==> src/rtl/beam_trig_pkg.sv <==
// Shared types and constants for the dual-beam trigger qualifier/scaler.
package beam_trig_pkg;

    // Readout handshake state: EMPTY = no pending result, FULL = result awaiting ack.
    typedef enum logic {EMPTY, FULL} scal_state_t;

    // Bit position of each beam in trig_i / trig_o and counter slot in scal_o.
    localparam int unsigned BEAM_A = 0;
    localparam int unsigned BEAM_B = 1;

endpackage

==> src/rtl/beam_trig_qual.sv <==
// Per-beam trigger qualifier: rising-edge detect, holdoff, saturating gate accumulator.
module beam_trig_qual
    import beam_trig_pkg::*;
#(
    parameter int unsigned SCAL_W    = 16,
    parameter int unsigned HOLDOFF_W = 8
) (
    input  logic                 clk_i,
    input  logic                 rst_ni,
    input  logic                 trig_i,
    input  logic                 gate_end_i,
    input  logic [HOLDOFF_W-1:0] holdoff_i,
    output logic                 accept_o,
    output logic [SCAL_W-1:0]    count_o
);

    logic                 trigQ;
    logic                 acceptQ;
    logic                 edgeDet;
    logic                 accept;
    logic [HOLDOFF_W-1:0] holdCntQ, holdCntD;
    logic [SCAL_W-1:0]    accQ, accD, accInc;

    // Edge qualification, holdoff countdown and saturating accumulate/clear.
    always_comb begin
        edgeDet  = trig_i & ~trigQ;
        accept   = edgeDet && (holdCntQ == '0);

        holdCntD = holdCntQ;
        if (accept) begin
            holdCntD = holdoff_i;
        end else if (holdCntQ != '0) begin
            holdCntD = holdCntQ - HOLDOFF_W'(1);
        end

        // accInc includes this cycle's accept so a gate-end capture sees it.
        accInc = accQ;
        if (accept && (accQ != '1)) begin
            accInc = accQ + SCAL_W'(1);
        end
        accD = gate_end_i ? '0 : accInc;
    end

    // State registers; the accept pulse is registered to give a clean 1-cycle trig_o.
    always_ff @(posedge clk_i or negedge rst_ni) begin
        if (!rst_ni) begin
            trigQ    <= 1'b0;
            acceptQ  <= 1'b0;
            holdCntQ <= '0;
            accQ     <= '0;
        end else begin
            trigQ    <= trig_i;
            acceptQ  <= accept;
            holdCntQ <= holdCntD;
            accQ     <= accD;
        end
    end

    assign accept_o = acceptQ;
    assign count_o  = accInc;

endmodule

==> src/rtl/dual_beam_trig_scaler.sv <==
// Dual-beam trigger qualifier with gated per-beam scalers and valid/ack readout.
module dual_beam_trig_scaler
    import beam_trig_pkg::*;
#(
    parameter int unsigned SCAL_W    = 16,
    parameter int unsigned PERIOD_W  = 24,
    parameter int unsigned HOLDOFF_W = 8
) (
    input  logic                  clk_i,
    input  logic                  rst_ni,
    input  logic [1:0]            trig_i,
    input  logic [HOLDOFF_W-1:0]  holdoff_i,
    input  logic [PERIOD_W-1:0]   period_i,
    output logic [1:0]            trig_o,
    output logic [2*SCAL_W-1:0]   scal_o,
    output logic                  scal_valid_o,
    input  logic                  scal_ack_i,
    output logic                  scal_ovr_o
);

    logic [PERIOD_W-1:0] gateCntQ, gateCntD;
    logic                gateEnd;
    logic [SCAL_W-1:0]   countA, countB;
    logic [2*SCAL_W-1:0] scalQ, scalD;
    scal_state_t         stateQ, stateD;
    logic                ovrQ, ovrD;

    beam_trig_qual #(
        .SCAL_W    (SCAL_W),
        .HOLDOFF_W (HOLDOFF_W)
    ) u_qual_a (
        .clk_i      (clk_i),
        .rst_ni     (rst_ni),
        .trig_i     (trig_i[BEAM_A]),
        .gate_end_i (gateEnd),
        .holdoff_i  (holdoff_i),
        .accept_o   (trig_o[BEAM_A]),
        .count_o    (countA)
    );

    beam_trig_qual #(
        .SCAL_W    (SCAL_W),
        .HOLDOFF_W (HOLDOFF_W)
    ) u_qual_b (
        .clk_i      (clk_i),
        .rst_ni     (rst_ni),
        .trig_i     (trig_i[BEAM_B]),
        .gate_end_i (gateEnd),
        .holdoff_i  (holdoff_i),
        .accept_o   (trig_o[BEAM_B]),
        .count_o    (countB)
    );

    // Gate counter: runs 0..period_i, gate end on the terminal count.
    always_comb begin
        gateEnd  = (gateCntQ == period_i);
        gateCntD = gateEnd ? '0 : gateCntQ + PERIOD_W'(1);
    end

    // Handshake next state, result capture and overrun flag.
    always_comb begin
        stateD = stateQ;
        ovrD   = ovrQ;
        scalD  = scalQ;
        if (gateEnd) begin
            scalD = {countB, countA};
        end
        unique case (stateQ)
            EMPTY: begin
                if (gateEnd) begin
                    stateD = FULL;
                end
            end
            FULL: begin
                if (gateEnd) begin
                    // An ack in the same cycle consumes the old result, so no overwrite.
                    ovrD = ~scal_ack_i;
                end else if (scal_ack_i) begin
                    stateD = EMPTY;
                    ovrD   = 1'b0;
                end
            end
        endcase
    end

    // Top-level state registers.
    always_ff @(posedge clk_i or negedge rst_ni) begin
        if (!rst_ni) begin
            gateCntQ <= '0;
            scalQ    <= '0;
            stateQ   <= EMPTY;
            ovrQ     <= 1'b0;
        end else begin
            gateCntQ <= gateCntD;
            scalQ    <= scalD;
            stateQ   <= stateD;
            ovrQ     <= ovrD;
        end
    end

    assign scal_o       = scalQ;
    assign scal_valid_o = (stateQ == FULL);
    assign scal_ovr_o   = ovrQ;

endmodule
==> config.mk <==
export PLATFORM = sky130hd
export DESIGN_NAME = dual_beam_trig_scaler
export DESIGN_NICKNAME = d
export VERILOG_FILES = /design/src/rtl/beam_trig_pkg.sv /design/src/rtl/beam_trig_qual.sv /design/src/rtl/dual_beam_trig_scaler.sv
export SDC_FILE = /design/constraint.sdc
export NUM_CORES = 1
export LEC_CHECK = 0
export CAP_MARGIN = 20
export CORE_MARGIN = 4
export CORE_UTILIZATION = 55
export DETAILED_ROUTE_END_ITERATION = 16
export DONT_BUFFER_PORTS = 1
export PLACE_DENSITY_LB_ADDON = 0.15
export SLEW_MARGIN = 20
export SYNTH_ARGS = -nofsm -noshare
export SYNTH_HDL_FRONTEND = slang
export SYNTH_SLANG_ARGS = --single-unit
export TNS_END_PERCENT = 10
==> constraint.sdc <==
create_clock -name clk_i -period 2.6 [get_ports clk_i]
set_input_delay 0.13 -clock clk_i [delete_from_list [all_inputs] [get_ports clk_i]]
set_output_delay 0.13 -clock clk_i [all_outputs]
set_load 0.02 [all_outputs]
; Word level (Yosys, flattened, before mapping)
; Index checks and enable logic that the tools add are counted.
[totals]
ff_bits = 110
latchBits = 0
mem_bits_rw = 0
rom_bits = 0
inputBits = 37
n_memories = 0
[op_classes]
addsub = 5
n_mul = 0
div = 0
order_cmp = 0
eq_ne = 3
shift = 0
muxes = 15
bitwise = 6
reduce_logical = 12
[ops]
columns = cell, count
row1 = 16-bit 2-to-1 mux, 4
row2 = "16-bit by 1-bit adder with 16-bit output, second input constant", 2
row3 = 8-bit 2-to-1 mux, 4
row4 = "16-bit inequality test, second input constant", 2
row5 = "24-bit by 1-bit adder with 24-bit output, second input constant", 1
row6 = 24-bit equality test, 1
row7 = 24-bit 2-to-1 mux, 1
row8 = 8-bit zero test, 2
row9 = 8-bit nonzero test, 2
row10 = "8-bit by 1-bit subtractor with 8-bit output, second input constant", 2
row11 = 2-bit nonzero test, 3
row12 = 1-bit 2-to-1 mux, 5
row13 = 1-bit logical AND, 4
row14 = 1-bit NOT, 4
row15 = 1-bit AND, 2
row16 = 1-bit case mux with 2 select lines, 1
row17 = 2-bit AND reduction, 1

; Logic depth before layout (Yosys ltp)
; Gate-level depths: netlist of run 1.
[logic_depth]
word_depth = 6
mapped_depth = 9

; Hierarchy
; Synthesis of run 1 repeated with hierarchy kept, for this count alone.
[hier_totals]
hier_cells = 593
hier_area_um2 = 6242.2
[by_module_without_submodules]
columns = module, instances, cells_each, area_each_um2, seq_area_each_um2
row1 = beam_trig_qual, 2, 185, 1736.7, 650.6
row2 = dual_beam_trig_scaler, 1, 223, 2768.9, 1451.4

; Least setup slack after synthesis of run 1
; No wires, ideal clock.
[synth_timing]
path_type = register -> register
startpoint = register u_qual_a.holdCntQ[0]
endpoint = register scalQ[7] (netlist: scal_o[7])
setup_ps = 125
arrival_ps = 2239
path_slack_ps = 236
path_stages_with_launch = 9
period_less_slack_ps = 2364
cell_sequence = dfrtp_1 -> inv_1 -> ha_1 -> or4b_4 -> or4_1 -> buf_2 -> nor4_4 -> nor2_1 -> mux2_4
[synth_via]
elab_chain_len = 4
[synth_lines]
columns = item, line
row1 = from (decl), beam_trig_qual.sv:21  ; logic [HOLDOFF_W-1:0] holdCntQ, holdCntD;
row2 = from (signal assigned), beam_trig_qual.sv:54  ; holdCntQ <= holdCntD;
row3 = 8-bit zero test, beam_trig_qual.sv:27  ; accept = edgeDet && (holdCntQ == '0);
row4 = 1-bit logical AND, beam_trig_qual.sv:27
row5 = 1-bit logical AND, beam_trig_qual.sv:38  ; if (accept && (accQ != '1)) begin
row6 = 16-bit 2-to-1 mux, beam_trig_qual.sv:38
row7 = to (signal assigned), dual_beam_trig_scaler.sv:95  ; scalQ <= scalD;
row8 = to (decl), dual_beam_trig_scaler.sv:24  ; logic [2*SCAL_W-1:0] scalQ, scalD;
; No other way between the ends.
; A chain may end at the register's enable or synchronous reset.

; Worst setup path in the final report of run 1
; Ends and elaborated chain as after synthesis.

==> summary.md, run 1 <==
| Metric | Value |
|---|---|
| Run status | finished with violations |
| Failing checks | hold timing |
| Post-DP HPWL | 7.97 mm |
| Setup_tns | 0 ns |
| Post-CTS setup buffer count | 0 |
| DR WL/cell | 16.6 um |
| Syn Nets | 596 |
| Starting Density | 56.1% |
| Final Hold Viols | 110 |
| Synthesis-to-finish area growth | 8.85% |
| Crit. Startpoint | u_qual_a.holdCntQ[0] |
| Row cnt | 36 |
| Vias | 4067 |
| Worst EP required | 2.87 ns |
| CP Capture Type | flip-flop |
| Type of origin of the critical path | flip-flop |
| Critical-path top delay cell | or4b_4 |
| Worst-Skew Late Latency | 0.39 ns |
| Die H | 108 um |
| CTS tree | yes |
| Family with the most delay on the worst path | simple AND/OR/NAND/NOR gates |
| All-Layer GR Usage | 20.6% |
| Via density | 5.83 |
| Worst path max stage delay | 0.51 ns |
| Top-area cell type share of the netlist area | 50.5% |
| Clock power frac | 30.6% |
| Ys Warns | 0 |
| I/O Pins | 73 |
| Clock root cell | clkbuf_8 |
| Lkg Pwr | 2.44 nW |
| Minimum clock period | 2.49 ns |
| Antenna Violating Nets Remaining | 0 |
| RSZ-0062 raised after global routing | no |
| Final worst slack | 0.107 ns |
| DRC | 0 |
| Final Cycle Share | 95.9% |
| Sw Ratio | 28.0% |
| Grt ovf | 0 |
| Max-Cap Viols | 0 |
| Place WS | 0.166 ns |
| Crit path depth | 7 |
| Worst reg-to-reg setup slack | 0.11 ns |
| CP endpoint | scal_o[7] |
| CTS resizes | 0 |
| Skew final | 0.0169 ns |
| Port Buffer Count | 0 |
| Worst Setup Path Type | flip-flop to flip-flop |
| Number of synthesized flops with an enable pin | 0 |
| Post-synth cell types | 46 |
| NetSw | 0.981 mW |
| CTS Buf Count | 9 |
| Post-Layout Cell Count | 698 |
| R2R Path End | scal_o[7] |
| Worst hold margin | -0.562 ns |
| Part of the power in registers | 57.6% |
| Gate Count Post-Synth | 554 |
| Clk buf depth | 2 |
| Ant diodes | 0 |
| NumNets Final | 602 |
| Sinks on Clock Net | 110 |
| Top cells by area in the synthesized netlist | dfrtp_1 (50%), xnor2_1 (9.6%), a21oi_1 (6.9%) |
| HP Class | input port to async pin |
| Asr flop ratio synth | 100% |
| Rel. slew slack | 54.6% |
| Die footprint | 0.0116 mm2 |
| Initial antenna violation count | 0 |
| Post-CTS Hold Buffers | 10 |
| Share of layout cells above drive strength 1 | 7.08% |
| Max Slew Vio Count | 0 |
| Max VDD drop | 462 uV |
| FF-to-FF Start | u_qual_a.holdCntQ[0] |
| Crit-path cells | inv_1 > ha_1 > or4b_4 > or4_1 > nor4_4 > nor2_1 > mux2_4 |
| Chip width | 108 um |
| Final core occ | 61.0% |
| FF-to-FF path depth | 7 |
| Slew @ Worst Pin | 0.674 ns |
| Pin count of the biggest net entering global routing | 111 |
| Cell area after synthesis | 0.00546 mm2 |
| Register area share after synthesis | 50.5% |
| Global-route wire length before repair | 18.9 mm |
| Routed WL | 11.6 mm |
| DRT iter0 DRCs | 205 |
| Detailed Routing Iterations Pass 1 | 4 |
| Synth Register Bits | 110 |
| Pint | 2.52 mW |
| Total Power | 3.50 mW |
| Cell taking the most area after synthesis | dfrtp_1 |
| DP Cell Count | 672 |
| Filler Cell Count | 848 |
| Vias in the first global route | 3808 |
| Clock transition at path regs | 0.10 ns |
| Crit path arrival time | 2.76 ns |
| H-tree depth | 3 |
| Power per cell area | 590 mW/mm2 |
| Buf/Inv on CP | 1 |
| # setup viols final | 0 |
| Core Region | 0.00973 mm2 |
| CP max FO | 6 |
| Final Wtd Congestion | 0.856 |
| F_max | 401 MHz |
| Dominant synthesized flop cell | dfrtp_1 |
| Combinational share of power | 11.8% |
| Synthesized area per cell | 9.85 um2 |
-- sequential cells by signal (all words and copies together) (netlist names), 8 cells and up --
signal	flops
u_qual_a.holdCntQ	8
gateCntQ	24
u_qual_b.holdCntQ	8
u_qual_a.accQ	16
u_qual_b.accQ	16
scal_o	32
-- cell families after synthesis --
family	synth area share [%]
DFF	50.5
and+or+nand+nor	20.6
adders and majority gates	1.15
AOI/OAI and AO/OA	11.5
xor gates and xnor gates	11.9
muxes	1.44
buffers and inverters	2.98
-- cell usage after synthesis (all sizes together), types with 6 or more instances --
library cell / number
a211oi: 10
xnor2: 60
nand4: 19
nand3: 21
and4: 9
buf: 13
xor2: 14
dfrtp: 110
a21oi: 75
o21ai: 6
clkbuf: 15
nand2: 31
inv: 11
nor4: 13
nor2b: 7
nor3: 19
nor2: 62
-- placed cells by master, fill, tap and decap left out, drive strengths merged, types with 2 or more instances in the layout --
cell type,Yosys,routed
dfrtp,110,110
a21oi,75,75
nor2,62,62
xnor2,60,60
nand2,31,31
nand3,21,21
nor3,19,19
nand4,19,19
inv,11,15
xor2,14,14
buf,13,13
nor4,13,13
a211oi,10,10
dlygate4sd3,0,10
and4,9,9
clkbuf,15,9
nor2b,7,7
o21ai,6,6
and3,5,5
a2111oi,5,5
ha,5,5
nor4b,5,5
nand2b,4,4
and2,4,4
mux2,4,4
a21o,3,3
or4,3,3
mux2i,3,3
a31oi,3,3
or3,3,3
o31ai,2,2
-- worst min-delay path by stage --
stage | from | to | slack [ns] | depth (start not counted)
floorplan | rst_ni | gateCntQ[0] | -0.17 | 0
global placement | rst_ni | gateCntQ[17] | -0.16 | 0
detailed placement | rst_ni | gateCntQ[16] | -0.16 | 0
CTS | rst_ni | scal_o[8] | -0.59 | 0
global route | rst_ni | scal_o[28] | -0.59 | 0
finish | rst_ni | gateCntQ[17] | -0.56 | 0
-- metal layers --
layer  global-route usage [%]  up-vias  part of all wire [%]
li1                         -     1977                     -
met1                     29.4     1966                    48
met2                     31.0      103                    45
met3                     4.62       21                   5.0
met4                     7.57        0                   1.9
met5                        0        -                     0
-- final cells by class --
| class | count | area [um2] | area share (%) |
|---|---|---|---|
| Clock buffer | 9 | 124 | 2.09 |
| Timing Repair Buffer | 23 | 223 | 3.75 |
| Inverter | 11 | 41.3 | 0.695 |
| Clock inverter | 7 | 77.6 | 1.31 |
| Tap cell | 133 | 166 | 2.80 |
| Sequential cell | 110 | 2750 | 46.4 |
| Multi-Input combinational cell | 405 | 2550 | 43.0 |
-- per-stage QoR --
| step | hold WS (ns) | area [um2] |
|---|---|---|
| floorplan | -0.166 | 5460 |
| global placement | -0.163 | 5640 |
| detailed placement | -0.163 | 5640 |
| CTS | -0.587 | 5940 |
| global route | -0.586 | 5940 |
| finish | -0.562 | 5940 |
-- power by group through the flow --
stage	combinational (mW)	sequential [mW]	clock, mW
2_1_floorplan	0.332	2.00	0
3_3_place_gp	0.378	2.04	0
3_5_place_dp	0.399	2.04	0
4_1_cts	0.413	2.01	1.09
5_1_grt	0.472	2.05	1.15
6_report	0.414	2.02	1.07
Power figures use the tool's default switching activity.
==> run 2: changes to the inputs <==
--- a/config.mk
+++ b/config.mk
@@ -5,11 +5,12 @@
 export SDC_FILE = /design/constraint.sdc
 export NUM_CORES = 1
 export LEC_CHECK = 0
+export BUFFER_PORTS_ARGS = -buffer_cell sky130_fd_sc_hd__buf_2
 export CAP_MARGIN = 20
+export CORE_ASPECT_RATIO = 0.8
 export CORE_MARGIN = 4
 export CORE_UTILIZATION = 55
 export DETAILED_ROUTE_END_ITERATION = 16
-export DONT_BUFFER_PORTS = 1
 export PLACE_DENSITY_LB_ADDON = 0.15
 export SLEW_MARGIN = 20
 export SYNTH_ARGS = -nofsm -noshare
==> constraint.sdc (replaced) <==
create_clock -name clk_i -period 2.6 [get_ports clk_i]
set_input_delay 0.13 -clock clk_i [delete_from_list [all_inputs] [get_ports clk_i]]
set_output_delay 0.13 -clock clk_i [all_outputs]
set_load 0.1 [all_outputs]
==> run 2 against run 1 <==
Effect of this change:
- the run now ends clean
- worst hold slack better by 0.60 ns
- setup slack better by 0.011 ns
- sequential power about the same
- critical endpoint unchanged
- highest routed layer unchanged
==> summary.md, run 2 (synthesis gave the netlist of run 1 again) <==
| Metric | Value |
|---|---|
| Run status | finished clean |
| Die footprint | 0.0116 mm2 (about the same) |
| Power per cell area | 613 mW/mm2 (+4.0%) |
| Worst-Skew Late Latency | 0.35 ns (-0.04 ns) |
| Max VDD drop | 385 uV (-17%) |
| Sinks on Clock Net | 110 (unchanged) |
| R2R Path End | scal_o[7] |
| Vias in the first global route | 4212 (+11%) |
| Crit-path cells | inv_1 > ha_1 > or4b_4 > or4_1 > nor4_4 > nor2_1 > mux2_4 |
| Detailed Routing Iterations Pass 1 | 5 (+1) |
| Starting Density | 56.5% (+0.47 points) |
| All-Layer GR Usage | 22.1% (+1.5 points) |
| Min-delay src | holdoff_i[5] |
| NumNets Final | 673 (+12%) |
| Critical-path top delay cell | or4b_4 |
| Wl on met1 | 5.72 mm (+3.7%) |
| # setup viols final | 0 (unchanged) |
| HP Class | input port to flip-flop |
| Pin count of the biggest net entering global routing | 62 (-44%) |
| DR WL/cell | 15.8 um (-5.1%) |
| Final Cycle Share | 95.5% (-0.43 points) |
| Metal2 WL | 5.62 mm (+6.6%) |
| Skew final | 0.00949 ns (-0.00742 ns) |
| Port Buffer Count | 72 (+72) |
| Setup_tns | 0 ns (unchanged) |
| CP max FO | 6 (unchanged) |
| Worst reg-to-reg setup slack | 0.12 ns (about the same) |
| Final Hold Viols | 0 (-100%) |
| I/O Pins | 73 (unchanged) |
| Clock transition at path regs | 0.07 ns (-0.03 ns) |
| Commonest cells after routing, fill and taps aside | dfrtp_1 (110), a21oi_1 (75), buf_2 (71), nor2_1 (62), xnor2_1 (60) |
| Max reg flops | 32 (unchanged) |
| Core Region | 0.00965 mm2 (-0.82%) |
| Clk buf depth | 2 (unchanged) |
| Commonest non-fill, non-tap cell in the layout | dfrtp_1 |
| Die H | 97.1 um (-9.8%) |
| Vias | 4373 (+7.5%) |
| Hold endpoint | u_qual_a.holdCntQ[5] |
| RSZ-0062 raised after global routing | no |
| Rel. slew slack | 56.4% (+1.7 points) |
| Top layer reached by signal wires | met4 |
| Cells on Worst Hold Path | 3 |
| Type of origin of the critical path | flip-flop |
| H-tree depth | 3 (unchanged) |
| Clock root cell | clkbuf_16 |
| Global-route wire length before repair | 20.9 mm (+11%) |
| Final Wtd Congestion | 0.916 (+7.1%) |
| Lkg Pwr | 2.84 nW (+16%) |
| FF-to-FF path depth | 7 (unchanged) |
| Synthesis-to-finish area growth | 16.9% |
| Share of layout cells above drive strength 1 | 18.2% (+11 points) |
| Minimum clock period | 2.48 ns (-0.0112 ns) |
| CP Capture Type | flip-flop |
| Max Slew Vio Count | 0 (unchanged) |
| Worst path max stage delay | 0.51 ns (about the same) |
| F_max | 403 MHz (+0.45%) |
| FF-to-FF Start | u_qual_a.holdCntQ[0] |
| Worst EP required | 2.83 ns (-0.04 ns) |
| Via density | 5.66 (-2.8%) |
| Post-DP HPWL | 8.61 mm (+8.1%) |
| Filler Cell Count | 779 (-8.1%) |
| Chip width | 119 um (+11%) |
| Grt ovf | 0 (unchanged) |
| Worst hold margin | 0.0341 ns (+0.596 ns) |
| Routed WL | 12.2 mm (+4.9%) |
| Antenna Violating Nets Remaining | 0 (unchanged) |
| Crit path arrival time | 2.71 ns (-0.05 ns) |
| CTS tree | yes |
| Slew @ Worst Pin | 0.655 ns (-0.0197 ns) |
| CTS Buf Count | 9 (unchanged) |
| Total Power | 3.91 mW (+12%) |
| DRC | 0 (unchanged) |
| Met3 Wirelength | 717 um (+24%) |
| DRT iter0 DRCs | 344 (+68%) |
| Max-Cap Viols | 0 (unchanged) |
| Worst Setup Path Type | flip-flop to flip-flop |
| Ant diodes | 0 (unchanged) |
| Initial antenna violation count | 0 (unchanged) |
| Final core occ | 66.1% (+5.1 points) |
| Row cnt | 32 (-11%) |
| CTS resizes | 0 (unchanged) |
==> run 2: changes by cell type in the layout (fill, tap and decap cells not counted) <==
cell | previous run | this run
inv_8 | 0 | 1
clkbuf_1 | 0 | 1
clkbuf_8 | 9 | 1
buf_4 | 11 | 18
buf_12 | 2 | 1
clkinv_4 | 0 | 1
buf_2 | 0 | 71
inv_6 | 4 | 1
clkinv_2 | 1 | 0
dlygate4sd3_1 | 10 | 4
clkbuf_16 | 0 | 9
==> run 2: area by class of cell <==
cell class                 instances  area (um2)  share of cell area, %
tap                              136         170                   2.67
sequential                       110        2750                   43.2
multi-input combinational        405        2550                   40.0
clock inverter                     5        66.3                   1.04
clock buffer                      11         243                   3.81
timing repair buffer              94         551                   8.63
inverter                          11        41.3                  0.647
==> run 2: routing by layer <==
layer	GRT usage, %	up-vias
met3	5.41	10
met1	32.4	2126
li1	-	2121
met4	4.93	0
met5	0	-
met2	33.7	116
==> run 2: metrics by stage <==
step,cell area [um2],setup slack [ns],instances
5_1_grt,6380,0.00102,772
6_report,6380,0.118,772
2_1_floorplan,5460,0.235,554
3_3_place_gp,6020,0.220,751
4_1_cts,6370,0.123,771
3_5_place_dp,6020,0.152,751
==> run 2: timing repair <==
item / 4_1_cts / 5_1_grt
hold buffers: 4 / 0
buffers inserted: 0 / 1
hold endpoints to repair: 52 / 0
endpoints found under the setup margin: 0 / 4
==> run 2: power breakdown <==
| part | switching (mW) | leakage, nW | internal [mW] | total (mW) |
|---|---|---|---|---|
| registers | 0.170 | 1.41 | 1.85 | 2.02 |
| clock network | 0.620 | 0.148 | 0.786 | 1.41 |
| logic | 0.253 | 1.28 | 0.232 | 0.486 |
==> run 2: worst max-delay path by stage <==
| stage | startpoint | endpoint | slack (ns) | depth (start not counted) |
|---|---|---|---|---|
| detailed placement | u_qual_a.holdCntQ[0] | scal_o[7] | 0.15 | 7 |
| floorplan | u_qual_a.holdCntQ[0] | scal_o[7] | 0.23 | 8 |
| global route | u_qual_a.holdCntQ[0] | u_qual_a.holdCntQ[3] | 0.001 | 8 |
| finish | u_qual_a.holdCntQ[0] | scal_o[7] | 0.12 | 7 |
| CTS | u_qual_a.holdCntQ[0] | scal_o[7] | 0.12 | 7 |
| global placement | u_qual_a.holdCntQ[0] | scal_o[7] | 0.22 | 7 |
==> run 2: critical path, delay by kind of cell, from the launching register on <==
kind | cells | cell delay, ns
buffers and inverters | 1 | 0.09
muxes | 1 | 0.26
adders and majority gates | 1 | 0.20
and+or+nand+nor | 4 | 1.43
DFF | 1 | 0.40
